**src/rtl/regfile_wb_arbiter.sv**
```systemverilog
// regfile_wb_arbiter: arbitrates two write-back requesters onto the register file's single write port
module regfile_wb_arbiter #(
    parameter int DATA_WIDTH    = 32,
    parameter int REGFILE_WIDTH = 4
) (
    input  logic                        clk,
    input  logic                        rst,
    input  logic                        a_valid,
    output logic                        a_ready,
    input  logic [REGFILE_WIDTH-1:0]    a_addr,
    input  logic [DATA_WIDTH-1:0]       a_data,
    input  logic                        b_valid,
    output logic                        b_ready,
    input  logic [REGFILE_WIDTH-1:0]    b_addr,
    input  logic [DATA_WIDTH-1:0]       b_data,
    output logic                        wen,
    output logic [REGFILE_WIDTH-1:0]    wadd,
    output logic [DATA_WIDTH-1:0]       wdat,
    output logic [(1<<REGFILE_WIDTH)-1:0] pending
);
    localparam int NREG = 1 << REGFILE_WIDTH;

    logic                     full_a, full_b;
    logic [REGFILE_WIDTH-1:0] addr_a, addr_b;
    logic [DATA_WIDTH-1:0]    data_a, data_b;
    logic                     a_older, last_a;
    logic                     grant_a, grant_b, load_a, load_b;

    // Same-address pairs go oldest first to keep program order; otherwise alternate.
    assign grant_a = full_a && (!full_b || ((addr_a == addr_b) ? a_older : !last_a));
    assign grant_b = full_b && !grant_a;
    assign a_ready = !rst && (!full_a || grant_a);
    assign b_ready = !rst && (!full_b || grant_b);
    assign load_a  = a_valid && a_ready;
    assign load_b  = b_valid && b_ready;

    // Holding slots: refill has priority over drain so a slot can turn over in one cycle.
    always_ff @(posedge clk) begin
        if (rst) begin
            full_a <= 1'b0;
            full_b <= 1'b0;
            addr_a <= '0;
            addr_b <= '0;
            data_a <= '0;
            data_b <= '0;
        end else begin
            if (load_a) begin
                full_a <= 1'b1;
                addr_a <= a_addr;
                data_a <= a_data;
            end else if (grant_a) begin
                full_a <= 1'b0;
            end
            if (load_b) begin
                full_b <= 1'b1;
                addr_b <= b_addr;
                data_b <= b_data;
            end else if (grant_b) begin
                full_b <= 1'b0;
            end
        end
    end

    // Age and round-robin history: a newcomer is younger only if the other entry survives the edge.
    always_ff @(posedge clk) begin
        if (rst) begin
            a_older <= 1'b1;
            last_a  <= 1'b0;
        end else begin
            if (grant_a || grant_b)
                last_a <= grant_a;
            if (load_a && load_b)
                a_older <= 1'b1;
            else if (load_a)
                a_older <= !(full_b && !grant_b);
            else if (load_b)
                a_older <= full_a && !grant_a;
        end
    end

    // Registered write port; address and data hold when idle.
    always_ff @(posedge clk) begin
        if (rst) begin
            wen  <= 1'b0;
            wadd <= '0;
            wdat <= '0;
        end else begin
            wen <= grant_a || grant_b;
            if (grant_a) begin
                wadd <= addr_a;
                wdat <= data_a;
            end else if (grant_b) begin
                wadd <= addr_b;
                wdat <= data_b;
            end
        end
    end

    // Hazard mask over both slots and the output stage, forced clear during reset.
    always_comb begin
        pending = '0;
        for (int r = 0; r < NREG; r++)
            pending[r] = !rst && ((full_a && addr_a == REGFILE_WIDTH'(r)) ||
                                  (full_b && addr_b == REGFILE_WIDTH'(r)) ||
                                  (wen && wadd == REGFILE_WIDTH'(r)));
    end
endmodule

```
**config.mk**
```make
export PLATFORM = sky130hd
export DESIGN_NAME = regfile_wb_arbiter
export DESIGN_NICKNAME = d
export VERILOG_FILES = /design/src/rtl/regfile_wb_arbiter.sv
export SDC_FILE = /design/constraint.sdc
export NUM_CORES = 1
export LEC_CHECK = 0
export CAP_MARGIN = 20
export CELL_PAD_IN_SITES_DETAIL_PLACEMENT = 1
export CELL_PAD_IN_SITES_GLOBAL_PLACEMENT = 1
export CORE_MARGIN = 1.5
export CORE_UTILIZATION = 39
export DETAILED_ROUTE_END_ITERATION = 8
export GPL_TIMING_DRIVEN = 0
export MAX_ROUTING_LAYER = met4
export PLACE_DENSITY_LB_ADDON = 0.1
export REMOVE_ABC_BUFFERS = 1
export SETUP_SLACK_MARGIN = 0.1
export SLEW_MARGIN = 20
export SYNTH_ARGS = -nofsm -noshare
export SYNTH_HDL_FRONTEND = slang
export SYNTH_SLANG_ARGS = --single-unit
```
**constraint.sdc**
```tcl
create_clock -name clk -period 2.4 [get_ports clk]
set_input_delay 0.24 -clock clk [delete_from_list [all_inputs] [get_ports clk]]
set_output_delay 0.24 -clock clk [all_outputs]
set_load 0.03 [all_outputs]
```
### Word level (Yosys, flattened, before mapping)

Cells that the tools add are included.

| storage, ports and cells | value |
|---|---|
| register bits | 113 |
| input bits | 76 |
| output and inout port bits | 55 |
| logic and storage cells | 192 |

| cells by class | value |
|---|---|
| reductions and logical operators | 124 |
| equal/unequal tests | 46 |
| mux-type cells | 11 |

Operator list:

| kind | number |
|---|---|
| $eq 4x4->1 const B | 24 |
| $logic_and 1x1->1 | 73 |
| $mux 32 | 2 |
| $eq 4x3->1 const B | 12 |
| $logic_or 1x1->1 | 36 |
| $eq 4x2->1 const B | 6 |
| $eq 4x1->1 const B | 3 |
| $logic_not 4->1 | 3 |
| $mux 4 | 2 |
| $reduce_bool 2->1 | 4 |
| $logic_not 1->1 | 7 |
| $mux 1 | 7 |
| $eq 4x4->1 | 1 |
| $reduce_or 2->1 | 1 |

### Logic depth before layout (Yosys ltp)

| depth | value |
|---|---|
| depth in word-level cells | 11 |
| depth in mapped cells | 8 |
| mapped depth without buffers | 4 |

### Least setup slack after synthesis

No wires, ideal clock.

| timing | value |
|---|---|
| path kind | register to output |
| from | register full_b |
| to | output pending[7] |
| setup slack | 420 ps |
| required time | 2160 ps |
| arrival time | 1740 ps |
| stages on the path, launching flop included | 7 |
| path through | dfxtp_1 clkbuf_1 buf_2 nand2_1 nor2_1 nand3_1 a31oi_1 |

| between the ends | value |
|---|---|
| cells in the longest elaborated chain, start to end | 4 |

RTL lines:

| what | line | source |
|---|---|---|
| start: declaration | 23 | `logic full_a, full_b;` |
| start signal: assignment | 41 | `full_b <= 1'b0;` |
| start signal: assignment | 55 | `full_b <= 1'b1;` |
| start signal: assignment | 59 | `full_b <= 1'b0;` |
| $logic_and 1x1->1 | 104 | `(full_b && addr_b == REGFILE_WIDTH'(r)) \|\|` |
| $logic_or 1x1->1 | 103 | `pending[r] = !rst && ((full_a && addr_a == REGFILE_WIDTH'(r)) \|\|` |
| $logic_or 1x1->1 | 104 |  |
| $logic_and 1x1->1 | 103 |  |
| end: declaration | 19 | `output logic [(1<<REGFILE_WIDTH)-1:0] pending` |

Every way passes these cells.

### Worst setup path in the final report

| timing | value |
|---|---|
| from | register addr_b[1] |
| to | output a_ready |

| between the ends | value |
|---|---|
| cells in the longest elaborated chain, start to end | 6 |

RTL lines:

| what | line | source |
|---|---|---|
| start: declaration | 24 | `logic [REGFILE_WIDTH-1:0] addr_a, addr_b;` |
| start signal: assignment | 56 | `addr_b <= b_addr;` |
| $eq 4x4->1 | 30 | `assign grant_a = full_a && (!full_b \|\| ((addr_a == addr_b) ? a_older : !last_a));` |
| $mux 1 | 30 |  |
| $logic_or 1x1->1 | 30 |  |
| $logic_and 1x1->1 | 30 |  |
| $logic_or 1x1->1 | 32 | `assign a_ready = !rst && (!full_a \|\| grant_a);` |
| $logic_and 1x1->1 | 32 |  |
| end: declaration | 9 | `output logic a_ready,` |

Every way passes these cells.

==> results.yml <==
outcome:
  status: "complete, no violations"
logic_synthesis:
  synthFlopType: "dfxtp_1"
  yosysWarningCount: 0
  synth_area_leaders: "dfxtp_1 (39%), mux2i_1 (24%), nand2b_1 (16%)"
  synth_top_area_share_pct: 38.6
  ys_ff_latch: 113
  ys_types: 40
  postSynth.asyncResetShare_pct: 0
  syn_area_sq_um: 5870
  synth_seq_area_share_pct: 38.6
  synth-edff-count: 0
  syn_inst: 608
  synth_area_leader_cell: "dfxtp_1"
  syn_avg_cell_area_sq_um: 9.65
worst_setup_path:
  cp-start-kind: "register"
  critPathBufInv: 2
  crit_fanout: 11
  crit_path_end_kind: "output pin"
  critical-path-max-stage-delay_ns: 0.43
  crit_arrival_ns: 2.00
  path_cells: "xnor2_4 > and4_4 > buf_4 > a211oi_1 > dlygate4sd2_1"
  critPathSlowestCell: "dlygate4sd2_1"
  crit_required_ns: 2.16
  path_delay_family: "buffers and inverters"
  crit_type: "register to output pin"
clocking:
  clkLatencyLatePin_ns: 0.42
  htree_levels: 4
  cts_buffers: 17
  cts_root_buf: "clkbuf_16"
  tritoncts_num_sinks: 113
  clock_path_buffers: 2
  hold_buffers: 0
  path_clk_slew_ns: 0.05
  cts_tree: "built"
placed_design:
  gp_congestion: 0.836
  port_buffers: 130
  placedCellCount: 889
  place_ws_ns: -0.358
  dp_hpwl_mm: 10.7
routing:
  ant_nets: 0
  wirelength_mm: 16.1
  vias: 4748
  firstDrtPassIters: 4
  drc: 0
  wl_per_cell_um: 17.2
  avgViaCountPerCell: 5.08
  first_iter_violations: 197
pwr:
  clkPwrFrac_pct: 44.6
  netSwitchingFraction_pct: 25.9
  powerDensity_nw_per_um2: 655
  p_total_mw: 5.34
  seqPwrFrac_pct: 39.2
  power_frac_comb_pct: 16.2
  leakagePower_nw: 3.15
  power.internal_mw: 3.95
  peakVddDrop_uv: 478
  p_sw_mw: 1.38
die:
  core-area_sq_um: 14600
  die_x_um: 126
  initial_core_util_pct: 40.2
  pin_count: 131
  fp.dieH_um: 126
  rows: 44
  die_area_sq_um: 15800
sta:
  final_hold_viol_count: 0
  fin_skew_ns: 0.0131
  postLayoutSetupSlackWorst_ns: 0.155
  fmax_mhz: 445
  fin_crit_sh_pct: 93.5
  setup_viol: 0
  worst_pin_slew_ns: 0.705
  finalCriticalPeriod_ns: 2.24
  slew_headroom_pct: 51.8
  rsz0062_at_grt: "yes"
  report.final.slew_viol_count: 0
global_routing:
  track_usage_pct: 21.3
  grt_pass1_vias: 5052
  grt.overflow.total: 0
  grt_antenna_before_repair: 0
  grt_max_degree: 120
  grt_pass1_wl_mm: 25.8
finish:
  final_cells: 934
  postLayoutCoreUtil_pct: 55.8
  antenna-diode-count: 0
  final_net_count: 813
  syn2layout_area_growth_pct: 38.8
  fill_cells: 1595
  drive_gt1_share_pct: 17.7
job:
  max_cap_viol_count: 0
min_path:
  hold_path.class: "input port to register"
cell usage in the layout (no fill, tap or decap), types with 3 or more instances in the layout:
master	instances
nand2b_1	146
mux2i_1	142
clkdlybuf4s50_1	111
dfxtp_1	101
or2_2	34
nand2_1	17
clkbuf_16	17
nor2_1	14
nand3_1	14
a21oi_1	12
clkdlybuf4s15_2	12
buf_4	12
a22oi_1	9
buf_6	7
buf_8	7
nor2b_1	6
a31oi_1	6
dfxtp_2	6
dfxtp_4	6
inv_1	5
xnor2_4	4
clkinv_2	4
dlygate4sd2_1	4
a211oi_1	3
nand3b_1	3
and3_1	3
a211oi_4	3
clkbuf_1	3
clkbuf_8	3
registers in the layout, indices dropped and copies added, names as in the netlist:
signal / flops
wdat: 32
full_b: 1
data_b: 32
full_a: 1
addr_a: 4
wen: 1
addr_b: 4
a_older: 1
last_a: 1
data_a: 32
wadd: 4
cells by family (layout without fill, tap and decap cells):
group	after synthesis	after routing	synth area share (%)
xor gates and xnor gates	4	4	0.981
DFF	113	113	38.6
muxes	142	142	24.2
and+or+nand+nor	251	251	25.2
buffers and inverters	52	194	5.35
AOI/OAI and AO/OA	46	46	5.65
per-layer routing:
layer  track usage (%)  vias to the layer above  part of all wire, %
li1                  -                     2317                    -
met1              24.2                     2317                   44
met2              36.0                       99                   50
met3              6.54                       15                  4.8
met4              6.35                        0                 0.99
met5                 -                        -                    0
synth_stat cells (5+ instances only):
cell type  instances
a21oi_1           12
a22oi_1            9
a31oi_1            6
buf_2              8
buf_8              6
clkbuf_1          26
dfxtp_1          113
inv_1              5
mux2i_1          142
nand2_1           17
nand2b_1         146
nand3_1           14
nor2_1            16
nor2b_1            8
or2_2             34
worst register-to-register path: stages (launching register included):
cell and delay [ns]:
dfxtp_2 0.48, xnor2_4 0.18, a41oi_2 0.22, a211oi_4 0.31, buf_8 0.20, buf_8 0.17
buf_8 0.17, buf_6 0.16, mux2i_1 0.20
worst paths after layout:
path,slack (ns),startpoint,endpoint,cells after the start
setup / recovery,0.16,addr_b[1]$_SDFFE_PP0P_,a_ready,5
hold / removal,0.29,rst,full_a$_SDFFE_PP0P_,2
setup reg to reg,0.23,addr_a[0]$_SDFFE_PP0P_,wdat[3]$_SDFFE_PP0P_,8
hold reg to reg,0.48,data_b[15]$_SDFFE_PP0P_,data_b[15]$_SDFFE_PP0P_,2
what timing repair did:
action | in CTS | in global routing
resized for setup | 65 | 19
gates cloned | 0 | 0
setup buffers | 5 | 8
pin swaps | 3 | 4
setup endpoints to repair | 80 | 44
power by group through the flow:
stage	Sequential [mW]	Combinational (mW)	Clock (mW)
2_1_floorplan	2.17	0.385	0
3_3_place_gp	2.14	0.768	0
3_5_place_dp	2.13	0.801	0
4_1_cts	2.09	0.850	2.43
5_1_grt	2.11	0.928	2.53
6_report	2.09	0.866	2.38
per-stage QoR:
stage	TNS (ns)	hold WS (ns)	instance area, sq um
after global routing	0	0.287	8140
after CTS	0	0.248	8010
final	0	0.285	8140
after floorplan	-148.64	0.309	5570
after detailed placement	-4.26	0.468	7340
after global placement	-413.10	0.459	7100
cell type report:
class	instances	area [sq um]	share of cell area [%]
clock inverters	9	81.3	0.999
clock buffers	23	478	5.87
flip-flops and latches	113	2290	28.1
inverters	5	18.8	0.230
well taps	184	230	2.83
multi-input cells	443	3420	42.0
repair buffers	157	1620	19.9
(Power assumes the default switching activity.)
